`config.mk`:
```
export PLATFORM = sky130hd
export DESIGN_NAME = lsu_stage
export DESIGN_NICKNAME = d
export VERILOG_FILES = /design/src/rtl/lsu_stage.sv
export SDC_FILE = /design/constraint.sdc
export NUM_CORES = 1
export LEC_CHECK = 0
export CELL_PAD_IN_SITES_DETAIL_PLACEMENT = 0
export CELL_PAD_IN_SITES_GLOBAL_PLACEMENT = 1
export CORE_MARGIN = 2
export CORE_UTILIZATION = 34
export CTS_CLUSTER_DIAMETER = 80
export CTS_CLUSTER_SIZE = 28
export DETAILED_ROUTE_END_ITERATION = 10
export GPL_TIMING_DRIVEN = 0
export PLACE_DENSITY = 0.91
export SLEW_MARGIN = 20
export SYNTH_ARGS = -nofsm -noshare
export SYNTH_HDL_FRONTEND = slang
export SYNTH_SLANG_ARGS = --single-unit
```
`constraint.sdc`:
```
create_clock -name clk -period 3.7 [get_ports clk]
set_clock_uncertainty 0.2 [all_clocks]
set_input_delay 0.74 -clock clk [delete_from_list [all_inputs] [get_ports clk]]
set_output_delay 0.74 -clock clk [all_outputs]
set_load 0.01 [all_outputs]
```
`src/rtl/lsu_stage.sv`:
```
// Execute-to-writeback load/store stage: forwards ALU results, or runs one
// req/ack data-memory transaction with byte-lane strobes and load extension.
module lsu_stage #(
   parameter int DATA_WIDTH     = 32,
   parameter int ADDR_WIDTH     = 32,
   parameter int REG_ADDR_WIDTH = 5
) (
   input  logic                      clk,
   input  logic                      rst,
   input  logic                      in_valid,
   output logic                      in_ready,
   input  logic [DATA_WIDTH-1:0]     alu_result,
   input  logic [DATA_WIDTH-1:0]     store_data,
   input  logic                      is_load,
   input  logic                      is_store,
   input  logic [2:0]                funct3,
   input  logic [REG_ADDR_WIDTH-1:0] rd_in,
   output logic                      mem_req,
   output logic                      mem_we,
   output logic [ADDR_WIDTH-1:0]     mem_addr,
   output logic [DATA_WIDTH-1:0]     mem_wdata,
   output logic [3:0]                mem_wstrb,
   input  logic [DATA_WIDTH-1:0]     mem_rdata,
   input  logic                      mem_ack,
   output logic                      wb_valid,
   output logic [DATA_WIDTH-1:0]     wb_data,
   output logic [REG_ADDR_WIDTH-1:0] wb_rd,
   output logic                      misaligned,
   output logic                      o_dbg_state
);

   // Handshake: an op transfers on a rising edge where in_valid && in_ready;
   // a memory request completes on the first edge where mem_req && mem_ack.
   typedef enum logic {S_IDLE = 1'b0, S_MEM = 1'b1} state_t;

   localparam logic [1:0] SZ_B = 2'd0;
   localparam logic [1:0] SZ_H = 2'd1;
   localparam logic [1:0] SZ_W = 2'd2;

   state_t                    r_state;
   logic                      r_is_load;
   logic                      r_unsigned;
   logic [1:0]                r_size;
   logic [1:0]                r_off;
   logic [REG_ADDR_WIDTH-1:0] r_rd;

   logic                      w_accept;
   logic                      w_is_mem;
   logic [1:0]                w_off;
   logic [1:0]                w_size;
   logic                      w_misaligned;
   logic [DATA_WIDTH-1:0]     w_wdata;
   logic [3:0]                w_wstrb;
   logic [DATA_WIDTH-1:0]     w_rd_shift;
   logic [DATA_WIDTH-1:0]     w_ld_data;

   assign in_ready    = (r_state == S_IDLE);
   assign o_dbg_state = r_state;
   assign w_accept    = in_valid && in_ready;
   assign w_is_mem    = is_load || is_store;
   assign w_off       = alu_result[1:0];

   // Undefined width codes (011, 11x) fall into the word case.
   always_comb begin
      w_size = SZ_W;
      case (funct3[1:0])
         2'b00:   w_size = SZ_B;
         2'b01:   w_size = SZ_H;
         default: w_size = SZ_W;
      endcase
   end

   assign w_misaligned = ((w_size == SZ_H) && w_off[0]) ||
                         ((w_size == SZ_W) && (w_off != 2'b00));

   always_comb begin
      w_wdata = store_data;
      w_wstrb = 4'b1111;
      case (w_size)
         SZ_B: begin
            w_wdata = {4{store_data[7:0]}};
            w_wstrb = 4'b0001 << w_off;
         end
         SZ_H: begin
            w_wdata = {2{store_data[15:0]}};
            w_wstrb = 4'b0011 << w_off;
         end
         default: begin
            w_wdata = store_data;
            w_wstrb = 4'b1111;
         end
      endcase
   end

   // Bring the addressed lane down to bit 0, then extend to full width.
   assign w_rd_shift = mem_rdata >> {r_off, 3'b000};

   always_comb begin
      w_ld_data = mem_rdata;
      case (r_size)
         SZ_B:    w_ld_data = {{(DATA_WIDTH-8){~r_unsigned & w_rd_shift[7]}},
                               w_rd_shift[7:0]};
         SZ_H:    w_ld_data = {{(DATA_WIDTH-16){~r_unsigned & w_rd_shift[15]}},
                               w_rd_shift[15:0]};
         default: w_ld_data = mem_rdata;
      endcase
   end

   always_ff @(posedge clk) begin
      if (rst) begin
         r_state    <= S_IDLE;
         r_is_load  <= 1'b0;
         r_unsigned <= 1'b0;
         r_size     <= SZ_B;
         r_off      <= 2'b00;
         r_rd       <= '0;
         mem_req    <= 1'b0;
         mem_we     <= 1'b0;
         mem_addr   <= '0;
         mem_wdata  <= '0;
         mem_wstrb  <= 4'b0000;
         wb_valid   <= 1'b0;
         wb_data    <= '0;
         wb_rd      <= '0;
         misaligned <= 1'b0;
      end else begin
         wb_valid   <= 1'b0;
         misaligned <= 1'b0;
         case (r_state)
            S_IDLE: begin
               if (w_accept) begin
                  if (!w_is_mem) begin
                     wb_valid <= 1'b1;
                     wb_data  <= alu_result;
                     wb_rd    <= rd_in;
                  end else if (w_misaligned) begin
                     misaligned <= 1'b1;
                  end else begin
                     mem_req    <= 1'b1;
                     mem_we     <= is_store;
                     mem_addr   <= {alu_result[ADDR_WIDTH-1:2], 2'b00};
                     mem_wdata  <= is_store ? w_wdata : '0;
                     mem_wstrb  <= is_store ? w_wstrb : 4'b0000;
                     r_is_load  <= is_load;
                     r_unsigned <= funct3[2];
                     r_size     <= w_size;
                     r_off      <= w_off;
                     r_rd       <= rd_in;
                     r_state    <= S_MEM;
                  end
               end
            end
            S_MEM: begin
               if (mem_ack) begin
                  mem_req   <= 1'b0;
                  mem_we    <= 1'b0;
                  mem_wstrb <= 4'b0000;
                  r_state   <= S_IDLE;
                  if (r_is_load) begin
                     wb_valid <= 1'b1;
                     wb_data  <= w_ld_data;
                     wb_rd    <= r_rd;
                  end
               end
            end
            default: r_state <= S_IDLE;
         endcase
      end
   end

endmodule

```
==> results of run 1 <==
per-stage QoR:
step                hold WS [ns]  instances  area [µm²]  setup WS, ns
global route              0.2696       1202        9002        0.6020
CTS                       0.2529       1202        9002        0.8275
floorplan                 0.2360        729        5892         1.444
finish                    0.2477       1202        9002        0.8766
detailed placement        0.2453       1170        8335        0.4470
global placement          0.2370       1170        8335        0.4935
layer usage:
layer  vias up  GRT usage [%]  share of wire (%)
met4         2          8.507                1.9
met1      2964          30.04                 43
met5         -              0              0.058
li1       3090              -                  -
met2       260          41.11                 47
met3        31          6.622                8.0
cell families (layout without fill, tap and decap cells):
logic type | Yosys count | after routing | synth area share [%]
AOI/OAI and AO/OA | 212 | 212 | 24.44
other | 1 | 2 | 0.06369
and+or+nand+nor | 284 | 284 | 22.72
muxes | 34 | 34 | 6.226
buffers and inverters | 78 | 326 | 6.099
DFF | 119 | 119 | 40.46
final timing paths:
check	from	to	slack (ns)	cells after the start
setup / recovery	o_dbg_state	in_ready	0.88	4
hold / removal	mem_wdata[23]	mem_wdata[23]	0.25	2
setup reg to reg	o_dbg_state	wb_data[2]	1.36	6
hold reg to reg	mem_wdata[23]	mem_wdata[23]	0.25	2
area by class of cell:
cell class,count,area [µm²]
multi-input cells,532,3151
fillers,1679,8114
clock buffers,24,501.7
flip-flops and latches,119,2382
plain buffers,76,351.6
well taps,225,281.5
clock inverters,8,165.2
inverters,2,7.507
repair buffers,216,2162
Yosys cell counts, drive strengths merged (11+ instances only):
master	count	area [µm²]
nor2	46	175.2
nor3	32	160.2
nor2b	12	75.07
o211ai	25	187.7
buf	21	145.1
nand3	21	105.1
a32oi	16	140.1
clkbuf	55	206.5
a211oi	38	285.3
mux2	11	123.9
a211o	24	210.2
a21oi	79	395.4
nand2b	26	162.7
nand3b	15	112.6
mux2i	22	220.2
nand2	124	465.5
dfxtp	119	2382
report_power, final:
group / internal [mW] / switching [mW]
Combinational: 0.312 / 0.320
Sequential: 1.34 / 0.0303
Clock: 1.28 / 0.601
worst max-delay path: stages, from the launching register on:
cell	delay [ns]
dfxtp_1	0.35
buf_6	0.13
clkbuf_1	0.34
inv_1	0.12
clkdlybuf4s50_1	0.51
registers in the layout (all words and copies together), names as in the netlist, 2 cells and up:
signal / cells
mem_wdata: 32
wb_data: 32
mem_addr: 30
r_rd: 5
wb_rd: 5
mem_wstrb: 4
r_off: 2
r_size: 2
==> metrics.cfg, run 1 <==
[finish]
fin_util_pct=52.60
drive_gt1_share_pct=6.653
final_cell_mix=clkdlybuf4s50_1, nand2_1, dfxtp_1
layout.nets=1074
antennaDiodeCount=0
layout_commonest_cell=clkdlybuf4s50_1
area_delta_synth_final_pct=52.89

[routing]
viasPerCell=5.280
drt_first_pass_iters=5
num_vias=6347
wl_um=22510
drc=0
drtAntennaViolNets=0
post_drt_wl_per_cell_um=18.72
drtIter0Drc=589

[timing]
worst_pin_slew_ns=0.8142
rsz0062_at_grt=false
hold_viol=0
finalCritPeriodShare_pct=76.31
period_needed_ns=2.823
setup_viol=0
clock.fmax_mhz=354.2
report.final.slew_viol_count=0
slew_headroom_pct=45.72
setup_tns_ns=0

[setup_path]
path_class=reg -> out
cp_data_arrival_time_ns=1.88
critPathCaptureType=output port
critPathMaxFanout=10
cp-start-kind=flip-flop
crit_required_ns=2.76

[clocking]
postCtsHoldBufs=0
cts_root_buffer=clkbuf_16
cts_tree=done
htree_levels=4
post_cts_buffers=0
clock_sinks=119
clkLatencyLatePin_ns=0.42
cts_buffer_depth=2
cts_resized=0
numCtsBuffers=17
clk_pin_slew_worst_paths_ns=0.05

[pwr]
leakage_nw=3.012
pwr_density_cell_nw_per_um2=431.4
vdd_drop_max_v=0.0003402
power_mw=3.883

[floorplan]
ios=221
die_height_um=135.6
fp.dieW_um=135.6
row_count=48
die-area_um2=18390
fp.coreArea_um2=17120
start_util_pct=34.40

[placement]
dpl.hpwl_um=16690
gp_congestion=0.9134
portBuffers=216

[grt]
overflow=0
grt_pass1_vias=6127
grt_max_degree=17
gr-usage-all-layers_pct=24.42
grt_antenna_before_repair=1
grt_pass1_wl_um=34360

[yosys]
syn_inst=728
ys_types=41
synth.avg_cell_area_um2=8.088
synth_edf_count=0
syn_area_um2=5888
async_flop_share_pct=0
seq_area_frac_synth_pct=40.46
yosys_most_used_dff=dfxtp_1
ys_warn_count=0
ys_seq_elements=119

[worst_hold_path]
worst_hold_path_type=reg -> reg

[status]
outcome=completed

[run]
drv_cap=0

No activity file was read; power rests on OpenSTA's default activity.
==> run 2: changes to the inputs <==
Settings changed: CORE_UTILIZATION 34 to 32, PLACE_DENSITY 0.91 to 0.86.
Clock period 3.7 ns to 2.7 ns, I/O delays scaled along.
==> run 2 against run 1 <==
  * Sequential cell count unchanged
  * Clock-buffer cell count unchanged
  * Highest routed layer is now met4
  * Clock power increased by 31%
  * Cell count increased by 0.33%
  * Critical path depth increased by 3
==> metrics.cfg, run 2 (same netlist as run 1, synthesis figures left out) <==
[status]
outcome=completed  ; unchanged

[grt]
grt_pass1_wl_um=34870  ; was 34360 µm
gr-usage-met2_pct=37.54  ; was 41.11%
gr-usage-all-layers_pct=22.92  ; was 24.42%
overflow=0  ; unchanged
use_met1_pct=28.95  ; was 30.04%
grt_max_degree=17  ; unchanged
grt_pass1_vias=6221  ; was 6127
grt_antenna_before_repair=0  ; was 1
met3_usage_pct=7.295  ; was 6.622%
busiest_layer=met2  ; unchanged

[clocking]
clock_sinks=119  ; unchanged
cts_root_buffer=clkbuf_16  ; unchanged
numCtsBuffers=17  ; unchanged
clk_pin_slew_worst_paths_ns=0.05  ; about the same
postCtsHoldBufs=0  ; unchanged
cts_resized=0  ; unchanged
post_cts_buffers=0  ; unchanged
clkLatencyLatePin_ns=0.43  ; was 0.42 ns
cts_buffer_depth=2  ; unchanged
cts_tree=done  ; unchanged
htree_levels=4  ; unchanged

[finish]
area_delta_synth_final_pct=52.51  ; was 52.89%
top_regs=mem_wdata x32, wb_data x32, mem_addr x30  ; unchanged
antennaDiodeCount=0  ; unchanged
drive_gt1_share_pct=6.960  ; was 6.653%
final_cell_count_no_fill=1206  ; was 1202
fin_util_pct=49.82  ; was 52.60%
final_cell_mix=clkdlybuf4s50_1, nand2_1, dfxtp_1  ; unchanged
num-fill-cells=1760  ; was 1679
layout_commonest_cell=clkdlybuf4s50_1  ; unchanged
layout.nets=1074  ; unchanged
stdcell_area_um2=8980  ; was 9002 µm²

[placement]
gp_congestion=0.8824  ; was 0.9134
place_ws_ns=-0.2953  ; was 0.4470 ns
place_area_um2=8341  ; was 8335 µm²
placed_cells=1174  ; was 1170
portBuffers=216  ; unchanged
dpl.hpwl_um=16990  ; was 16690 µm

[floorplan]
die_height_um=139.7  ; was 135.6 µm
fp.coreArea_um2=18020  ; was 17120 µm²
die-area_um2=19500  ; was 18390 µm²
row_count=49  ; was 48
start_util_pct=32.67  ; was 34.40%
ios=221  ; unchanged
fp.dieW_um=139.7  ; was 135.6 µm

[pwr]
leakage_nw=3.005  ; was 3.012 nW
pwr_density_cell_nw_per_um2=580.8  ; was 431.4 nW/µm²
vdd_drop_max_v=0.0004087  ; was 0.0003402 V
power_mw=5.216  ; was 3.883 mW

[setup_path]
critical_path.top_delay_family=buffers and inverters  ; unchanged
slowest_delay_ns=0.53  ; was 0.51 ns
worst_path_max_delay_cell=clkdlybuf4s50_1  ; unchanged
worstReg2RegStart=o_dbg_state  ; unchanged
cp-start-kind=input pin  ; was flip-flop
cp_cell_sequence=clkdlybuf4s50_1 -> o21ai_0 -> and4b_1 -> clkbuf_1 -> clkbuf_1 -> nand2_1 -> a21oi_1  ; was buf_6 -> clkbuf_1 -> inv_1 -> clkdlybuf4s50_1
rr_worst_depth=7  ; was 6
ff2ff_setup_slack_ns=0.41  ; was 1.36 ns
path_class=in -> reg  ; was reg -> out
path_common_cell=clkbuf_1
r2r-end=wb_data[14]  ; was wb_data[2]
critPathCaptureType=flip-flop  ; was output port
critPathMaxFanout=10  ; unchanged
cp_data_arrival_time_ns=2.69  ; was 1.88 ns
critPathBufInv=3  ; was 4
crit_required_ns=2.85  ; was 2.76 ns

[run]
drv_cap=0  ; unchanged

[routing]
viasPerCell=5.248  ; was 5.280
drtIter0Drc=438  ; was 589
drt_first_pass_iters=5  ; unchanged
num_vias=6329  ; was 6347
drtAntennaViolNets=0  ; unchanged
drc=0  ; unchanged
wl_um=22800  ; was 22510 µm
post_drt_wl_per_cell_um=18.90  ; was 18.72 µm

[timing]
period_needed_ns=2.541
setup_tns_ns=0  ; unchanged
finalCritPeriodShare_pct=94.10
hold_viol=0  ; unchanged
clock.fmax_mhz=393.6
slew_headroom_pct=51.21  ; was 45.72%
rsz0062_at_grt=false  ; unchanged
worst_pin_slew_ns=0.7319  ; was 0.8142 ns
report.final.slew_viol_count=0  ; unchanged
setup_viol=0  ; unchanged
holdWs_ns=0.2505  ; was 0.2477 ns
fin_ws_ns=0.1593  ; was 0.8766 ns

[worst_hold_path]
min_from=mem_wdata[23]  ; unchanged
worst_hold_path_type=reg -> reg  ; unchanged
whs_endpoint=mem_wdata[23]  ; unchanged
hold_depth=2  ; unchanged

-- run 2: cell types whose count changed in the layout (fill, tap and decap cells not counted) --
cell,change
clkbuf_2,+4
clkbuf_8,-1
clkinvlp_4,+1
clkbuf_1,-3
bufinv_16,-1
-- run 2: how the worst max path moves through the flow --
stage	end	from	slack, ns	cells after the start
after floorplan	wb_data[22]	mem_rdata[15]	0.64	5
after global placement	mem_addr[28]	funct3[1]	-0.28	7
after detailed placement	mem_addr[27]	funct3[1]	-0.30	7
after CTS	in_ready	o_dbg_state	0.06	4
after global routing	mem_addr[15]	funct3[1]	0.01	7
final	mem_addr[15]	funct3[1]	0.16	7
-- run 2: cell type report --
type / count / area (µm²) / area share, %
Multi-Input combinational cell: 532 / 3151 / 35.08
Sequential cell: 119 / 2382 / 26.53
Timing Repair Buffer: 216 / 2162 / 24.08
Clock buffer: 24 / 491.7 / 5.476
Buffer: 76 / 356.6 / 3.971
Tap cell: 229 / 286.5 / 3.191
Clock inverter: 8 / 142.6 / 1.588
Inverter: 2 / 7.507 / 0.08360
-- run 2: worst min-delay path, delay by kind of cell (launching register included) --
family | cells | cell delay, ns
AND/OR/NAND/NOR | 1 | 0.05
AO/OA/AOI/OAI | 1 | 0.05
flip-flops | 1 | 0.30
-- run 2: per-layer routing --
metal | vias to the layer above | wire, µm
li1 | 3095 | -
met1 | 2945 | 9680
met2 | 259 | 10610
met3 | 30 | 2078
met4 | 0 | 427
met5 | - | 0
-- run 2: power breakdown --
part / switching [mW] / internal, mW
Sequential: 0.0414 / 1.84
Combinational: 0.439 / 0.428
Clock: 0.834 / 1.64
Total: 1.32 / 3.90
